File: src/rtl/wb_obi_bridge.sv
`default_nettype none
// ============================================================================
// Module   : wb_obi_bridge
// Purpose  : Wishbone-classic responder to OBI initiator bridge. Lets an
//            external Wishbone master reach the OBI fabric. One outstanding
//            transaction, fully registered outputs, and a watchdog that turns
//            a hung OBI slave into a Wishbone error.
// Revision : 1.0 - initial release
// ----------------------------------------------------------------------------
// Ports:
//   clk_i, rst_ni          clock, asynchronous active-low reset
//   wb_cyc_i/stb_i/we_i    Wishbone cycle, strobe, write enable
//   wb_sel_i, wb_adr_i     byte select, byte address
//   wb_dat_i / wb_dat_o    write data in / last read data out
//   wb_ack_o, wb_err_o     one-cycle transfer acknowledge / error
//   obi_req_o, obi_gnt_i   OBI address-phase handshake
//   obi_addr_o/we_o/be_o/wdata_o  registered OBI address-phase outputs
//   obi_rvalid_i, obi_rdata_i, obi_err_i  OBI response phase
// ============================================================================
module wb_obi_bridge #(
  parameter int ADDR_WIDTH     = 32,
  parameter int DATA_WIDTH     = 32,
  parameter int TIMEOUT_CYCLES = 255
) (
  input  logic                    clk_i,
  input  logic                    rst_ni,
  input  logic                    wb_cyc_i,
  input  logic                    wb_stb_i,
  input  logic                    wb_we_i,
  input  logic [DATA_WIDTH/8-1:0] wb_sel_i,
  input  logic [ADDR_WIDTH-1:0]   wb_adr_i,
  input  logic [DATA_WIDTH-1:0]   wb_dat_i,
  output logic [DATA_WIDTH-1:0]   wb_dat_o,
  output logic                    wb_ack_o,
  output logic                    wb_err_o,
  output logic                    obi_req_o,
  input  logic                    obi_gnt_i,
  output logic [ADDR_WIDTH-1:0]   obi_addr_o,
  output logic                    obi_we_o,
  output logic [DATA_WIDTH/8-1:0] obi_be_o,
  output logic [DATA_WIDTH-1:0]   obi_wdata_o,
  input  logic                    obi_rvalid_i,
  input  logic [DATA_WIDTH-1:0]   obi_rdata_i,
  input  logic                    obi_err_i
);

  localparam int BE_WIDTH = DATA_WIDTH / 8;
  localparam int CNT_W    = (TIMEOUT_CYCLES > 0) ? $clog2(TIMEOUT_CYCLES + 1) : 1;
  localparam logic [CNT_W-1:0] C_TIMEOUT = CNT_W'(TIMEOUT_CYCLES);
  localparam bit C_TO_EN = (TIMEOUT_CYCLES > 0);

  typedef enum logic [1:0] {
    S_IDLE = 2'd0,
    S_REQ  = 2'd1,
    S_RESP = 2'd2,
    S_DONE = 2'd3
  } state_t;

  state_t                  r_state;
  logic [CNT_W-1:0]        r_cnt;
  logic                    r_abort;

  state_t                  w_state_nxt;
  logic [CNT_W-1:0]        w_cnt_nxt;
  logic                    w_abort_nxt;
  logic [DATA_WIDTH-1:0]   w_dat_nxt;
  logic                    w_ack_nxt;
  logic                    w_err_nxt;
  logic                    w_req_nxt;
  logic [ADDR_WIDTH-1:0]   w_addr_nxt;
  logic                    w_we_nxt;
  logic [BE_WIDTH-1:0]     w_be_nxt;
  logic [DATA_WIDTH-1:0]   w_wdata_nxt;

  logic                    w_timeout;
  logic                    w_abort_now;

  // The counter only advances while a transaction is in flight and stops the
  // moment it matches, so it never wraps while the watchdog is enabled.
  assign w_timeout   = C_TO_EN && (r_cnt == C_TIMEOUT);
  // Includes a cyc drop seen on this very edge, so the response that arrives
  // together with the drop is already suppressed.
  assign w_abort_now = r_abort | ~wb_cyc_i;

  always_comb begin
    w_state_nxt = r_state;
    w_cnt_nxt   = r_cnt;
    w_abort_nxt = r_abort;
    w_dat_nxt   = wb_dat_o;
    w_ack_nxt   = 1'b0;
    w_err_nxt   = 1'b0;
    w_req_nxt   = obi_req_o;
    w_addr_nxt  = obi_addr_o;
    w_we_nxt    = obi_we_o;
    w_be_nxt    = obi_be_o;
    w_wdata_nxt = obi_wdata_o;

    unique case (r_state)
      S_IDLE: begin
        if (wb_cyc_i && wb_stb_i) begin
          w_addr_nxt  = wb_adr_i;
          w_we_nxt    = wb_we_i;
          w_be_nxt    = wb_sel_i;
          w_wdata_nxt = wb_dat_i;
          w_req_nxt   = 1'b1;
          w_cnt_nxt   = '0;
          w_abort_nxt = 1'b0;
          w_state_nxt = S_REQ;
        end
      end

      S_REQ: begin
        w_abort_nxt = w_abort_now;
        w_cnt_nxt   = r_cnt + CNT_W'(1);
        // A grant is never refused, even after an abort: OBI forbids
        // retracting req before gnt.
        if (obi_gnt_i) begin
          w_req_nxt   = 1'b0;
          w_state_nxt = S_RESP;
        end else if (w_timeout) begin
          w_req_nxt   = 1'b0;
          w_err_nxt   = ~w_abort_now;
          w_state_nxt = S_DONE;
        end
      end

      S_RESP: begin
        w_abort_nxt = w_abort_now;
        w_cnt_nxt   = r_cnt + CNT_W'(1);
        if (obi_rvalid_i) begin
          w_state_nxt = S_DONE;
          if (!w_abort_now) begin
            if (obi_err_i) begin
              w_err_nxt = 1'b1;
            end else begin
              w_ack_nxt = 1'b1;
              if (!obi_we_o) begin
                w_dat_nxt = obi_rdata_i;
              end
            end
          end
        end else if (w_timeout) begin
          w_err_nxt   = ~w_abort_now;
          w_state_nxt = S_DONE;
        end
      end

      // ack/err is high for exactly this state; the strobe is not sampled
      // here so the master has this cycle to drop or re-present it.
      S_DONE: begin
        w_state_nxt = S_IDLE;
      end

      default: begin
        w_state_nxt = S_IDLE;
      end
    endcase
  end

  always_ff @(posedge clk_i or negedge rst_ni) begin
    if (!rst_ni) begin
      r_state     <= S_IDLE;
      r_cnt       <= '0;
      r_abort     <= 1'b0;
      wb_dat_o    <= '0;
      wb_ack_o    <= 1'b0;
      wb_err_o    <= 1'b0;
      obi_req_o   <= 1'b0;
      obi_addr_o  <= '0;
      obi_we_o    <= 1'b0;
      obi_be_o    <= '0;
      obi_wdata_o <= '0;
    end else begin
      r_state     <= w_state_nxt;
      r_cnt       <= w_cnt_nxt;
      r_abort     <= w_abort_nxt;
      wb_dat_o    <= w_dat_nxt;
      wb_ack_o    <= w_ack_nxt;
      wb_err_o    <= w_err_nxt;
      obi_req_o   <= w_req_nxt;
      obi_addr_o  <= w_addr_nxt;
      obi_we_o    <= w_we_nxt;
      obi_be_o    <= w_be_nxt;
      obi_wdata_o <= w_wdata_nxt;
    end
  end

endmodule
`default_nettype wire

File: config.mk
export PLATFORM = sky130hd
export DESIGN_NAME = wb_obi_bridge
export DESIGN_NICKNAME = d
export VERILOG_FILES = /design/src/rtl/wb_obi_bridge.sv
export SDC_FILE = /design/constraint.sdc
export NUM_CORES = 1
export LEC_CHECK = 0
export ABC_CLOCK_PERIOD_IN_PS = 3700
export CAP_MARGIN = 20
export CORE_MARGIN = 4
export CORE_UTILIZATION = 46
export CTS_BUF_LIST = sky130_fd_sc_hd__clkbuf_4
export DETAILED_ROUTE_END_ITERATION = 8
export PLACE_DENSITY = 0.93
export SYNTH_ARGS = -nofsm -noshare
export SYNTH_HDL_FRONTEND = slang
export SYNTH_SLANG_ARGS = --single-unit
export TNS_END_PERCENT = 50
File: constraint.sdc
create_clock -name clk_i -period 3.7 [get_ports clk_i]
set_clock_uncertainty 0.2 [all_clocks]
set_input_delay 0.925 -clock clk_i [delete_from_list [all_inputs] [get_ports clk_i]]
set_output_delay 0.925 -clock clk_i [all_outputs]
set_load 0.03 [all_outputs]
==> results of run 1 <==
==> layer usage <==
metal,up-vias,routed length (um)
met2,157,6770
met5,-,0
met4,0,176
met3,18,1160
met1,1685,4130
li1,1557,-
==> cells by family after synthesis <==
logic type,Yosys count
adder cells (fa/ha/maj),5
multiplexers,103
XOR/XNOR,1
buffers and inverters,17
flip-flops,115
AND/OR/NAND/NOR,39
AO/OA/AOI/OAI,28
==> layout make-up <==
| class | count | area (um2) | share of cell area [%] |
|---|---|---|---|
| clock buffers | 18 | 135 | 1.89 |
| clock inverters | 13 | 143 | 1.99 |
| inverters | 3 | 11.3 | 0.157 |
| multi-input cells | 176 | 1660 | 23.2 |
| flip-flops and latches | 115 | 2880 | 40.2 |
| well taps | 133 | 166 | 2.33 |
| repair buffers | 215 | 2160 | 30.3 |
==> placed cells by master (no fill, tap or decap), types with 2 or more instances in the layout <==
master / instances
a211oi_1: 2
a21oi_1: 3
a221oi_1: 2
buf_12: 2
buf_4: 3
bufinv_16: 3
clkbuf_4: 18
clkdlybuf4s50_1: 210
clkinv_1: 5
clkinv_2: 2
clkinvlp_4: 2
dfrtp_1: 115
ha_1: 5
inv_1: 3
mux2_1: 4
mux2_2: 97
mux2i_1: 2
nand2_1: 8
nand2b_1: 2
nand3_1: 8
nor2_1: 5
nor2b_1: 5
nor4_1: 2
o211ai_1: 2
o21ai_0: 8
o21bai_1: 2
or4_1: 3
==> registers in the layout (all words and copies together), names as in the netlist <==
name,cells
obi_wdata_o,32
obi_req_o,1
obi_be_o,4
wb_err_o,1
obi_we_o,1
wb_ack_o,1
obi_addr_o,32
wb_dat_o,32
r_abort,1
r_state,2
r_cnt,8
==> per-stage QoR <==
| step | total power [mW] | worst slack [ps] |
|---|---|---|
| floorplan | 4.03 | 1470 |
| global placement | 5.40 | 686 |
| detailed placement | 5.56 | 589 |
| CTS | 6.49 | 886 |
| global route | 6.76 | 814 |
| finish | 6.42 | 932 |
==> power groups by stage <==
stage	registers [mW]	clock network, mW	logic [mW]
CTS	2.16	0.946	3.38
detailed placement	2.19	0	3.37
finish	2.15	0.918	3.35
global route	2.23	1.01	3.52
floorplan	3.19	0	0.845
global placement	2.14	0	3.26
==> worst paths after layout <==
kind	endpoint	slack [ps]	cells past startpoint
min in group clk_i	wb_dat_o[15]$_DFFE_PN0P_	300	1
setup reg to reg	r_cnt[2]$_DFFE_PN0P_	1240	5
setup / recovery	obi_we_o	930	1
max in group asynchronous	obi_addr_o[5]$_DFFE_PN0P_	2360	2
hold reg to reg	wb_dat_o[15]$_DFFE_PN0P_	300	1
hold / removal	obi_we_o$_DFFE_PN0P_	210	1
==> results.toml, run 1 <==
[placement]
io_buffer_count = 211
place_area_um2 = 6880
place_hpwl_um = 9390
gp_congestion = 0.786
dp_cells = 642

[critical_path]
max_stage_delay_ps = 700
r2r-start = "r_state[0]$_DFFE_PN0P_"
crit_family = "buffers and inverters"
path_buf_inv = 1
crit_fanout = 3
cp-startpoint = "obi_we_o$_DFFE_PN0P_"
critPathKind = "reg2out"
cp_slowest_cell = "clkdlybuf4s50_1"
cp-start-kind = "flip-flop"
cp-end-kind = "output port"
cp_data_required_time_ps = 2570
cp_cell_sequence = "clkdlybuf4s50_1"
worstPathArrival_ps = 1640

[route]
dr_total_vias = 3417
avgViaCountPerCell = 5.08
post_drt_wl_per_cell_um = 18.2
drtIter0Drc = 214
drc = 0
first_pass_iters = 4
postRouteAntennaNets = 0
drt_wl_total_um = 12200

[logic_synthesis]
synth-edff-count = 0
synth_top_cells_by_count = "dfrtp_1, mux2_2, buf_2, nand3_1"
synthMostInstantiatedCell = "dfrtp_1"
synth_top_family_by_area = "multiplexers"
ys_types = 37
synthXorXnorAreaFrac_pct = 0.190
synth_fp_nets = 421
synth_flop_cell = "dfrtp_1"
synth_compound_area_share_pct = 4.17
syn_inst = 308
synth.top_cells.by_area = "dfrtp_1, mux2_2, ha_1, buf_2, nand3_1"
async_flop_share_pct = 100
ys_seq_area_share_pct = 62.3
syn_area_um2 = 4620
synth-simple-area-share_pct = 4.82
synth_top_area_share_pct = 62.3
yosys.area.top_type = "dfrtp_1"
synthMuxAreaShare_pct = 25.1
syn_area_per_cell_um2 = 15.0
ys_seq_elements = 115
yosysWarnings = 0
synth_fa_ha_area_share_pct = 1.35

[clock_network]
root_buffer = "clkbuf_4"
path_clk_slew_ps = 110
cts_tree = "built"
holdBufCountCts = 0
cts_setup_buffers = 0
numCtsBuffers = 17
post_cts_resized = 0
cts_buffer_depth = 2
clock_sinks = 115
htreeDepth = 4
insertion_delay_ps = 520

[global_routing]
grt_pass1_vias = 3658
antenna_found_initial = 0
grt-ovfl-total = 0
grt_start_max_net_pins = 49
grtUsageMet1_pct = 20.3
grt_pass1_wl_um = 18600
use_met2_pct = 40.3
grt.busiest_layer = "met2"
met3_usage_pct = 10.5
grt_use_total_pct = 21.3

[flow_run]
drv_cap = 0

[floorplan]
die-width_um = 108
pin_count = 212
num_rows = 36
start_util_pct = 47.3
die_area_um2 = 11700
core_area_um2 = 9770
die_h_um = 108

[outcome]
status = "finished, final reports clean"

[layout]
n_antenna_cell = 0
syn_to_final_growth_pct = 54.9
fill_cells = 648
final_net_count = 641
stdcell_count = 673
stdcell_area_um2 = 7150
layout-drive-gt1-share_pct = 24.4
final_util_pct = 73.2

[sta]
grt_setup_unrepaired = "false"
worst_pin_slew_ps = 819
period_minus_slack_ps = 2770
drv_slew = 0
fin_crit_sh_pct = 74.8
whs_ps = 207
finalSetupTns_ps = 0
fmax_ghz = 0.361
maxSlewHeadroom_pct = 45.3
hold_viol = 0
setup_viol = 0

[power_and_ir_drop]
peakVddDrop_mv = 0.524
p_int_mw = 3.82
netSwitchingFraction_pct = 40.5
power_density_nw_per_um2 = 897
seqPwrFrac_pct = 33.6
p_clk_share_pct = 14.3
p_comb_share_pct = 52.1
switchingPower_mw = 2.60
power_leakage_nw = 3.05

[min_path]
hold_path.class = "in2async"
Power figures use the tool's default switching activity.
==> run 2: changes to the inputs <==
ABC_CLOCK_PERIOD_IN_PS = 2500   (was 3700)
CORE_UTILIZATION = 39   (was 46)
PLACE_DENSITY = 0.84   (was 0.93)
clock period = 2.5 ns   (was 3.7 ns; I/O delays follow)
==> run 2 against run 1 <==
Net effect:
- largest cell class unchanged
- sequential power up 47%
- routed wire length fell by 6.4%
- die area is 17% higher
- sequential cell count did not move
- hold slack better by 93 ps
- via count down 1.0%
- count of clock-buffer cells in the layout is the same
- register-to-register slack lost 900 ps
- clock power up 24%
- largest power group unchanged
- setup slack got worse by 830 ps
==> results.toml, run 2 (synthesized netlist as in run 1, its figures left out) <==
[floorplan]
pin_count = 212
die-width_um = 117
start_util_pct = 40.1
die_h_um = 117
die_area_um2 = 13700
core_area_um2 = 11500
num_rows = 39

[global_routing]
grt_pass1_wl_um = 17500
grt_use_total_pct = 16.8
grt_start_max_net_pins = 61
antenna_found_initial = 0
grt-ovfl-total = 0
grt_pass1_vias = 3585

[layout]
syn_to_final_growth_pct = 55.9
layout-drive-gt1-share_pct = 25.8
final_net_count = 647
fill_cells = 932
layout_common_cells = "clkdlybuf4s50_1, dfrtp_1, mux2_2"
n_antenna_cell = 0
reg_top3 = "obi_addr_o x32, obi_wdata_o x32, wb_dat_o x32"
final_common_cell = "clkdlybuf4s50_1"

[critical_path]
crit_fanout = 2
cp.depth = 1
worstPathArrival_ps = 1570
cp_slowest_cell = "clkdlybuf4s50_1"
cp-start-kind = "flip-flop"
reg2reg_to = "r_cnt[3]$_DFFE_PN0P_"
r2r-start = "r_state[0]$_DFFE_PN0P_"
critPathKind = "reg2out"
path_buf_inv = 1
max_stage_delay_ps = 690
cp_cell_sequence = "clkdlybuf4s50_1"
cp_data_required_time_ps = 1670
cp-end-kind = "output port"
r2r.worst_path.cells = 5
crit_family = "buffers and inverters"
rrSetupSlack_ps = 340

[route]
dr_wl_met3_um = 1020
route.met2.wl_um = 5990
drt_wl_total_um = 11500
drtIter0Drc = 163
drc = 0
dr.max_layer_used = "met4"
dr_total_vias = 3383
first_pass_iters = 4
post_drt_wl_per_cell_um = 16.6
avgViaCountPerCell = 4.90
postRouteAntennaNets = 0
m1WireLength_um = 4140

[clock_network]
cts_buffer_depth = 2
path_clk_slew_ps = 110
cts_setup_buffers = 0
cts_tree = "built"
root_buffer = "clkbuf_4"
insertion_delay_ps = 500
htreeDepth = 4
numCtsBuffers = 17
clock_sinks = 115

[sta]
maxSlewHeadroom_pct = 68.9
period_minus_slack_ps = 2400
fin_crit_sh_pct = 95.9
drv_slew = 0
grt_setup_unrepaired = "false"
hold_viol = 0
finalSetupTns_ps = 0
worst_pin_slew_ps = 464
fmax_ghz = 0.417
setup_viol = 0

[min_path]
worstHoldPathCells = 1
hold_start = "wb_dat_o[27]$_DFFE_PN0P_"
hold_end = "wb_dat_o[27]$_DFFE_PN0P_"
hold_path.class = "reg2reg"

[power_and_ir_drop]
power.total_mw = 9.21
power_density_nw_per_um2 = 1280
peakVddDrop_mv = 0.719
power_leakage_nw = 3.14

[outcome]
status = "finished, final reports clean"

[placement]
place_hpwl_um = 8840
gp_congestion = 0.773
io_buffer_count = 211

[flow_run]
drv_cap = 0
-- run 2: power by group --
group | total [mW] | switching [mW] | internal [mW]
clock | 1.14 | 0.664 | 0.478
sequential | 3.16 | 0.458 | 2.70
combinational | 4.91 | 2.64 | 2.27
-- run 2: how the worst max path moves through the flow --
stage | startpoint | endpoint
floorplan | r_state[0]$_DFFE_PN0P_ | wb_dat_o[0]$_DFFE_PN0P_
global placement | wb_stb_i | r_cnt[3]$_DFFE_PN0P_
detailed placement | wb_stb_i | r_cnt[3]$_DFFE_PN0P_
CTS | obi_wdata_o[5]$_DFFE_PN0P_ | obi_wdata_o[5]
global route | obi_req_o$_DFFE_PN0P_ | obi_req_o
finish | obi_be_o[2]$_DFFE_PN0P_ | obi_be_o[2]
-- run 2: per-stage QoR --
step | cell area [um2] | utilization, % | instances | setup slack [ps] | hold WS, ps
after floorplan | 4620 | - | 308 | 523 | 129
after global placement | 6940 | 60.3 | 657 | 46.7 | 267
after detailed placement | 6940 | 60.3 | 657 | 11.4 | 286
after CTS | 7180 | 62.3 | 690 | 21.0 | 307
after global routing | 7200 | 62.5 | 690 | 1.14 | 321
final | 7200 | 62.5 | 690 | 101 | 300
-- run 2: repair_timing --
action	4_1_cts	5_1_grt
gates resized for setup	1	8
endpoints found under the hold margin	27	0
hold buffers	1	0
endpoints found under the setup margin	1	8
gates cloned	0	0
-- run 2: area by class of cell --
| type | count | area [um2] | area share (%) |
|---|---|---|---|
| tap | 143 | 179 | 2.48 |
| timing repair buffer | 221 | 2240 | 31.1 |
| inverter | 3 | 11.3 | 0.156 |
| sequential | 115 | 2880 | 40.0 |
| multi-input combinational | 176 | 1660 | 23.1 |
| clock inverter | 14 | 96.3 | 1.34 |
| clock buffer | 18 | 135 | 1.88 |
-- run 2: routing by layer --
metal | global-route usage [%] | up-vias
met3 | 7.15 | 28
met1 | 17.8 | 1636
met5 | 0 | -
li1 | - | 1567
met4 | 8.10 | 0
met2 | 28.9 | 152
